==> src/rtl/cache_miss_ctrl.sv <==
// Miss controller for a set-associative cache: round-robin arbitration over N_REQ readers,
// one lookup at a time, line fetch from backing memory on miss, then fill and respond.
module cache_miss_ctrl #(
  parameter int unsigned N_REQ      = 2,
  parameter int unsigned ADDR_WIDTH = 8,
  parameter int unsigned LINE_WIDTH = 32,
  parameter int unsigned CNT_WIDTH  = 16
) (
  input  logic                        clock,
  input  logic                        reset,
  input  logic [N_REQ-1:0]            req_valid,
  input  logic [N_REQ*ADDR_WIDTH-1:0] req_addr,
  output logic [N_REQ-1:0]            req_ready,
  output logic [N_REQ-1:0]            resp_valid,
  output logic [LINE_WIDTH-1:0]       resp_data,
  output logic [ADDR_WIDTH-1:0]       c_addr,
  output logic [LINE_WIDTH-1:0]       c_val,
  output logic                        c_read,
  output logic                        c_write,
  input  logic                        c_hit,
  input  logic [LINE_WIDTH-1:0]       c_out_val,
  output logic                        mem_req_valid,
  input  logic                        mem_req_ready,
  output logic [ADDR_WIDTH-1:0]       mem_addr,
  input  logic                        mem_resp_valid,
  input  logic [LINE_WIDTH-1:0]       mem_resp_data,
  output logic [CNT_WIDTH-1:0]        hit_count,
  output logic [CNT_WIDTH-1:0]        miss_count
);

  localparam int unsigned IdxW = (N_REQ > 1) ? $clog2(N_REQ) : 1;

  typedef enum logic [2:0] {
    StIdle, StLookup, StCheck, StMreq, StMwait, StFill, StResp
  } state_e;

  state_e                state_q, state_d;
  logic [IdxW-1:0]       rr_ptr_q, rr_ptr_d;
  logic [IdxW-1:0]       idx_q, idx_d;
  logic [ADDR_WIDTH-1:0] addr_q, addr_d;
  logic [LINE_WIDTH-1:0] line_q, line_d;
  logic [CNT_WIDTH-1:0]  hit_cnt_q, hit_cnt_d;
  logic [CNT_WIDTH-1:0]  miss_cnt_q, miss_cnt_d;

  logic [N_REQ-1:0]      grant;
  logic [IdxW-1:0]       grant_idx;
  logic [ADDR_WIDTH-1:0] grant_addr;
  logic                  found;
  int unsigned           cand;

  // Priority scan starts just after the last winner so a held request wins within N_REQ turns.
  always_comb begin
    grant      = '0;
    grant_idx  = rr_ptr_q;
    grant_addr = '0;
    found      = 1'b0;
    cand       = 0;
    for (int unsigned off = 1; off <= N_REQ; off++) begin
      cand = (32'(rr_ptr_q) + off) % N_REQ;
      if (!found && req_valid[cand]) begin
        found       = 1'b1;
        grant[cand] = 1'b1;
        grant_idx   = cand[IdxW-1:0];
        grant_addr  = req_addr[cand*ADDR_WIDTH +: ADDR_WIDTH];
      end
    end
  end

  always_ff @(posedge clock or posedge reset) begin
    if (reset) begin
      state_q    <= StIdle;
      rr_ptr_q   <= IdxW'(N_REQ - 1);
      idx_q      <= '0;
      addr_q     <= '0;
      line_q     <= '0;
      hit_cnt_q  <= '0;
      miss_cnt_q <= '0;
    end else begin
      state_q    <= state_d;
      rr_ptr_q   <= rr_ptr_d;
      idx_q      <= idx_d;
      addr_q     <= addr_d;
      line_q     <= line_d;
      hit_cnt_q  <= hit_cnt_d;
      miss_cnt_q <= miss_cnt_d;
    end
  end

  always_comb begin
    state_d    = state_q;
    rr_ptr_d   = rr_ptr_q;
    idx_d      = idx_q;
    addr_d     = addr_q;
    line_d     = line_q;
    hit_cnt_d  = hit_cnt_q;
    miss_cnt_d = miss_cnt_q;
    unique case (state_q)
      StIdle: begin
        if (found) begin
          state_d  = StLookup;
          addr_d   = grant_addr;
          idx_d    = grant_idx;
          rr_ptr_d = grant_idx;
        end
      end
      StLookup: state_d = StCheck;
      StCheck: begin
        if (c_hit) begin
          line_d  = c_out_val;
          state_d = StResp;
          if (hit_cnt_q != '1) hit_cnt_d = hit_cnt_q + 1'b1;
        end else begin
          state_d = StMreq;
          if (miss_cnt_q != '1) miss_cnt_d = miss_cnt_q + 1'b1;
        end
      end
      StMreq: begin
        if (mem_req_ready) state_d = StMwait;
      end
      StMwait: begin
        if (mem_resp_valid) begin
          line_d  = mem_resp_data;
          state_d = StFill;
        end
      end
      StFill:  state_d = StResp;
      StResp:  state_d = StIdle;
      default: state_d = StIdle;
    endcase
  end

  always_comb begin
    req_ready     = (state_q == StIdle && !reset) ? grant : '0;
    c_read        = (state_q == StLookup);
    c_write       = (state_q == StFill);
    c_addr        = (c_read || c_write) ? addr_q : '0;
    c_val         = c_write ? line_q : '0;
    mem_req_valid = (state_q == StMreq);
    mem_addr      = mem_req_valid ? addr_q : '0;
    resp_valid    = '0;
    resp_data     = '0;
    if (state_q == StResp) begin
      resp_valid[idx_q] = 1'b1;
      resp_data         = line_q;
    end
  end

  assign hit_count  = hit_cnt_q;
  assign miss_count = miss_cnt_q;

endmodule

==> config.mk <==
export PLATFORM = sky130hd
export DESIGN_NAME = cache_miss_ctrl
export DESIGN_NICKNAME = d
export VERILOG_FILES = /design/src/rtl/cache_miss_ctrl.sv
export SDC_FILE = /design/constraint.sdc
export NUM_CORES = 1
export LEC_CHECK = 0
export ABC_AREA = 1
export BUFFER_PORTS_ARGS = -buffer_cell sky130_fd_sc_hd__buf_2
export CAP_MARGIN = 15
export CORE_ASPECT_RATIO = 0.8
export CORE_UTILIZATION = 49
export DETAILED_ROUTE_END_ITERATION = 10
export PLACE_DENSITY = 0.8
export SYNTH_ARGS = -nofsm -noshare
export SYNTH_HDL_FRONTEND = slang
export SYNTH_SLANG_ARGS = --single-unit
==> constraint.sdc <==
create_clock -name clock -period 5.8 [get_ports clock]
set_input_delay 1.74 -clock clock [delete_from_list [all_inputs] [get_ports clock]]
set_output_delay 1.74 -clock clock [all_outputs]
set_load 0.02 [all_outputs]
; ---- Word level (Yosys, flattened, before mapping)
; Cells that the tools add are included.
[classes]
n_addsub = 4
n_lt_le_gt_ge = 6
n_eq_ne = 12
shifts = 2
muxes = 32
bitwise = 2
reduce_logical = 15
[op_table]
columns = cell, count
row1 = $mux W32, 4
row2 = $pmux W32 S2, 1
row3 = $add A16 B1 Y16 const B, 2
row4 = $mux W8, 4
row5 = $ne A16 B16 Y1 const B, 2
row6 = $shiftx A16 B5 Y8, 2
row7 = $pmux W3 S6, 1
row8 = $mux W3, 4
row9 = $reduce_and A3 Y1, 4
row10 = $mux W1, 11
row11 = $eq A3 B3 Y1 const B, 3
row12 = $mux W2, 4
row13 = $eq A3 B2 Y1 const B, 2
row14 = $lt A1 B2 Y1 const B, 3
row15 = $ne A2 B2 Y1 const B, 3
row16 = $logic_and A1 B1 Y1, 5
row17 = $demux W1 S1, 3
row18 = $eq A3 B1 Y1 const B, 1
row19 = $ge A1 B1 Y1 const B, 3
row20 = $logic_not A3 Y1, 1
row21 = $add A1 B1 Y1 const B, 2
row22 = $logic_not A1 Y1, 2
row23 = $ne A2 B1 Y1 const B, 1
row24 = $or A2 B2 Y2, 1
row25 = other kinds (4), 4
[totals]
register_bits = 77
out_inout_bits = 119
word_cells = 80

; ---- Depth between registers and ports, before layout
[logic_depth]
ltp_word = 9
mapped_depth = 10

; ---- Worst setup path before layout
; OpenSTA, ideal clock, no wires.
[synth_timing]
path_type = in2out
from = input reset
to = output req_ready[0]
t_arrival_ns = 3.901
required_time_ns = 4.060
slack_ns = 0.159
cell_stages = 3
path_buffers = 0
path_cell_list = inv_1 > nand2_1 > nor2_1
[synth_via]
elab_chain_cells = 3
[synth_rtl]
columns = item, line_no
row1 = start: declaration, 10  ; input logic reset,
row2 = $logic_not A1 Y1, 133  ; req_ready = (state_q == StIdle && !reset) ? grant : '0;
row3 = $logic_and A1 B1 Y1, 133
row4 = $mux W2, 133
row5 = end: declaration, 13  ; output logic [N_REQ-1:0] req_ready,
; No other way between the ends.

; ---- Final worst setup path
[layout_timing]
from = register state_q[0]
to = output c_val[30]
[layout_via]
elab_chain_cells = 2
[layout_rtl]
columns = item, line_no
row1 = start: declaration, 37  ; state_e state_q, state_d;
row2 = start signal: assignment, 71  ; state_q <= StIdle;
row3 = start signal: assignment, 79  ; state_q <= state_d;
row4 = $eq A3 B3 Y1, 135  ; c_write = (state_q == StFill);
row5 = $mux W32, 137  ; c_val = c_write ? line_q : '0;
row6 = end: declaration, 17  ; output logic [LINE_WIDTH-1:0] c_val,
; No other way between the ends.

==> results by group <==
GRT
  – Total gr overflow: 0
  – First-pass GRT wire length: 21900 um
  – Vias in the first global route: 4591
  – Initial antenna violation count: 0
  – Largest net degree at the start of global routing: 44
  – Tot GR Track Use: 26.3%

Power
  – Psw: 1.26 mW
  – Static leakage: 3.57 nW
  – Cell internal pwr: 1.54 mW
  – Sw frac: 44.9%
  – Clk pwr share: 22.5%
  – Pwr Density: 441 mW/mm^2
  – Peak supply drop: 0.235 mV
  – Comb pwr share: 46.8%
  – Seq pwr share: 30.7%

Final layout
  – Register area: 0.00193 mm^2
  – Final Util: 65.3%
  – Fill cells: 941
  – Most frequent cells in the layout: nand2_1, buf_2, nor2_1
  – Area growth syn-to-layout: 28.6%
  – Most common cell after layout, fill and taps aside: nand2_1
  – Layout net count: 1057
  – # diodes: 0
  – Post-route cell area: 0.00635 mm^2
  – Share of cells above drive strength 1: 24.9%
  – Multi-input logic area: 0.00253 mm^2

Critical path
  – Worst EP arrival: 2.36 ns
  – CP max FO: 32
  – Crit Path Category: register to primary output
  – Crit-path slowest cell: inv_1
  – Worst setup SP type: register
  – Buf/Inv on CP: 4
  – CP top delay family: buffers and inverters
  – CP peak stage delay: 0.75 ns
  – Crit-path cells: inv_1 -> nor2_1 -> inv_1 -> nor2_1 -> inv_1 -> nor2_1 -> buf_2
  – Critical path endpoint category: primary output
  – Crit path required time: 4.06 ns
  – Worst reg2reg startpoint: state_q[1]
  – CP Launch Point: state_q[0]

Detailed routing
  – ANT nets after route: 0
  – Routed wire length: 13900 um
  – Vias per cell: 4.93
  – Routed vias: 5459
  – Residual DRC: 0
  – DRT Pass-1 Iters: 5
  – DR WL/cell: 12.6 um
  – Drt first-iter violations: 340

STA
  – Max Freq: 244 MHz
  – Slew HR: 32.2%
  – Slew Limit Fails: 0
  – Clock skew: 0.00850 ns
  – Hold WS: 0.540 ns
  – Endpoints failing hold: 0
  – Final setup viols: 0
  – Setup TNS Final: 0 ns
  – Final min period: 4.10 ns
  – Worst Tran Pin Value: 1.02 ns
  – Fin crit share: 70.7%
  – RSZ-0062 raised after global routing: false

Die
  – Ports: 206
  – Chip Width: 114 um
  – Core Rows: 32
  – Die height: 91.8 um
  – Core ar.: 0.00973 mm^2
  – Starting Density: 50.7%
  – Die Area: 0.0105 mm^2

Clock network
  – CTS clk-pin slew, worst paths: 0.06 ns
  – Htree depth: 3
  – CTS Buffer Depth: 2
  – Total CTS buffers: 9
  – CTS sink cnt: 77
  – Post-CTS Setup Repair Bufs: 0
  – Clock root cell: clkbuf_16
  – Worst skew pair latency: 0.32 ns
  – Hold-fix buffers at CTS: 0
  – PostCTS Resize Cnt: 0
  – CTS tree: yes

Synthesis
  – Ys async rst share: 100%
  – Ys flop type: dfrtp_1
  – Mapped Area: 0.00494 mm^2
  – Unique masters post-synth: 26
  – FF+latch count, synth: 77
  – Avg Inst Size Synth: 6.33 um^2
  – Cells after Synth: 780
  – Seq/Total Area, Yosys: 39.1%
  – Post-synth EDFFs: 0
  – Net count after synthesis: 869
  – Ys Warns: 0

Place
  – Area post-placement: 0.00601 mm^2
  – IO Port Bufs: 205
  – GPL Wtd Cong: 0.831
  – DPL Wire Length: 10000 um

Flow run
  – Max_cap viols: 0

Hold path
  – Worst hold start: line_q[7]
  – Worst hold path class: register to register

Outcome
  – Status: finished, final reports clean
-- metal layers --
metal | wire length [um] | vias to the layer above | global-route usage [%] | share of wire [%]
li1 | - | 2772 | - | -
met1 | 6370 | 2487 | 35.3 | 46
met2 | 6670 | 184 | 45.2 | 48
met3 | 699 | 16 | 3.97 | 5.0
met4 | 159 | 0 | 5.63 | 1.1
met5 | 0 | - | 0 | 0
-- sequential cells by signal (all words and copies together) (netlist names) --
signal and cells:
idx_q 1, hit_count 16, line_q 32, miss_count 16, addr_q 8, state_q 3, rr_ptr_q 1
-- power by group through the flow --
| stage | combinational (mW) | sequential [mW] | clock, mW |
|---|---|---|---|
| 2_1_floorplan | 0.945 | 0.879 | 0 |
| 3_3_place_gp | 1.28 | 0.858 | 0 |
| 3_5_place_dp | 1.31 | 0.867 | 0 |
| 4_1_cts | 1.31 | 0.858 | 0.642 |
| 5_1_grt | 1.47 | 0.885 | 0.664 |
| 6_report | 1.31 | 0.859 | 0.630 |
-- final timing paths --
check / end / slack, ns / cells past startpoint
worst max-delay path: c_val[30] / 1.70 / 7
worst min-delay path: line_q[7] / 0.54 / 2
worst max register to register: line_q[6] / 2.58 / 6
worst min register to register: line_q[7] / 0.54 / 2
max in group asynchronous: rr_ptr_q / 3.32 / 4
min in group asynchronous: hit_count[14] / 1.55 / 3
-- cells by family (layout without fill, tap and decap cells) --
family | Yosys count | after routing | synth area share, %
fa+ha+maj | 2 | 2 | 0.507
compound gates | 82 | 82 | 8.77
flops | 77 | 77 | 39.1
simple gates | 490 | 490 | 40.0
xor+xnor | 11 | 11 | 1.95
buf+inv | 118 | 309 | 9.71
-- worst reg2reg max path: cells and delay by family (launching register included) --
| family | cells | cell delay [ns] |
|---|---|---|
| AOI/OAI and AO/OA | 2 | 0.81 |
| buffers and inverters | 1 | 0.47 |
| and+or+nand+nor | 3 | 1.41 |
| DFF | 1 | 0.44 |
-- per-stage QoR --
step / std cells / setup slack (ns) / total power [mW]
2_1_floorplan: 780 / 0.159 / 1.82
4_1_cts: 1107 / 1.75 / 2.81
3_3_place_gp: 1093 / 1.81 / 2.14
5_1_grt: 1107 / 1.53 / 3.02
6_report: 1107 / 1.70 / 2.80
3_5_place_dp: 1093 / 1.81 / 2.17
-- area by class of cell --
cell class	count	area share, %
flip-flops and latches	77	30.4
clock inverters	4	1.54
repair buffers	210	16.8
clock buffers	10	3.76
well taps	136	2.68
inverters	85	5.05
multi-input cells	585	39.9
-- cells in the mapped netlist, drive strengths merged, types with 2 or more instances --
cell | instances | share of area [%]
xnor2 | 9 | 1.6
nand3 | 49 | 5.0
dfrtp | 76 | 39
buf | 14 | 1.8
inv | 85 | 6.5
nand2 | 295 | 23
ha | 2 | 0.51
o21ai | 80 | 8.3
nand3b | 3 | 0.46
a21oi | 2 | 0.51
xor2 | 2 | 0.35
nor2 | 131 | 10
clkbuf | 19 | 1.4
nand4 | 10 | 1.3
Note: power is estimated with default switching activity, not from simulation.
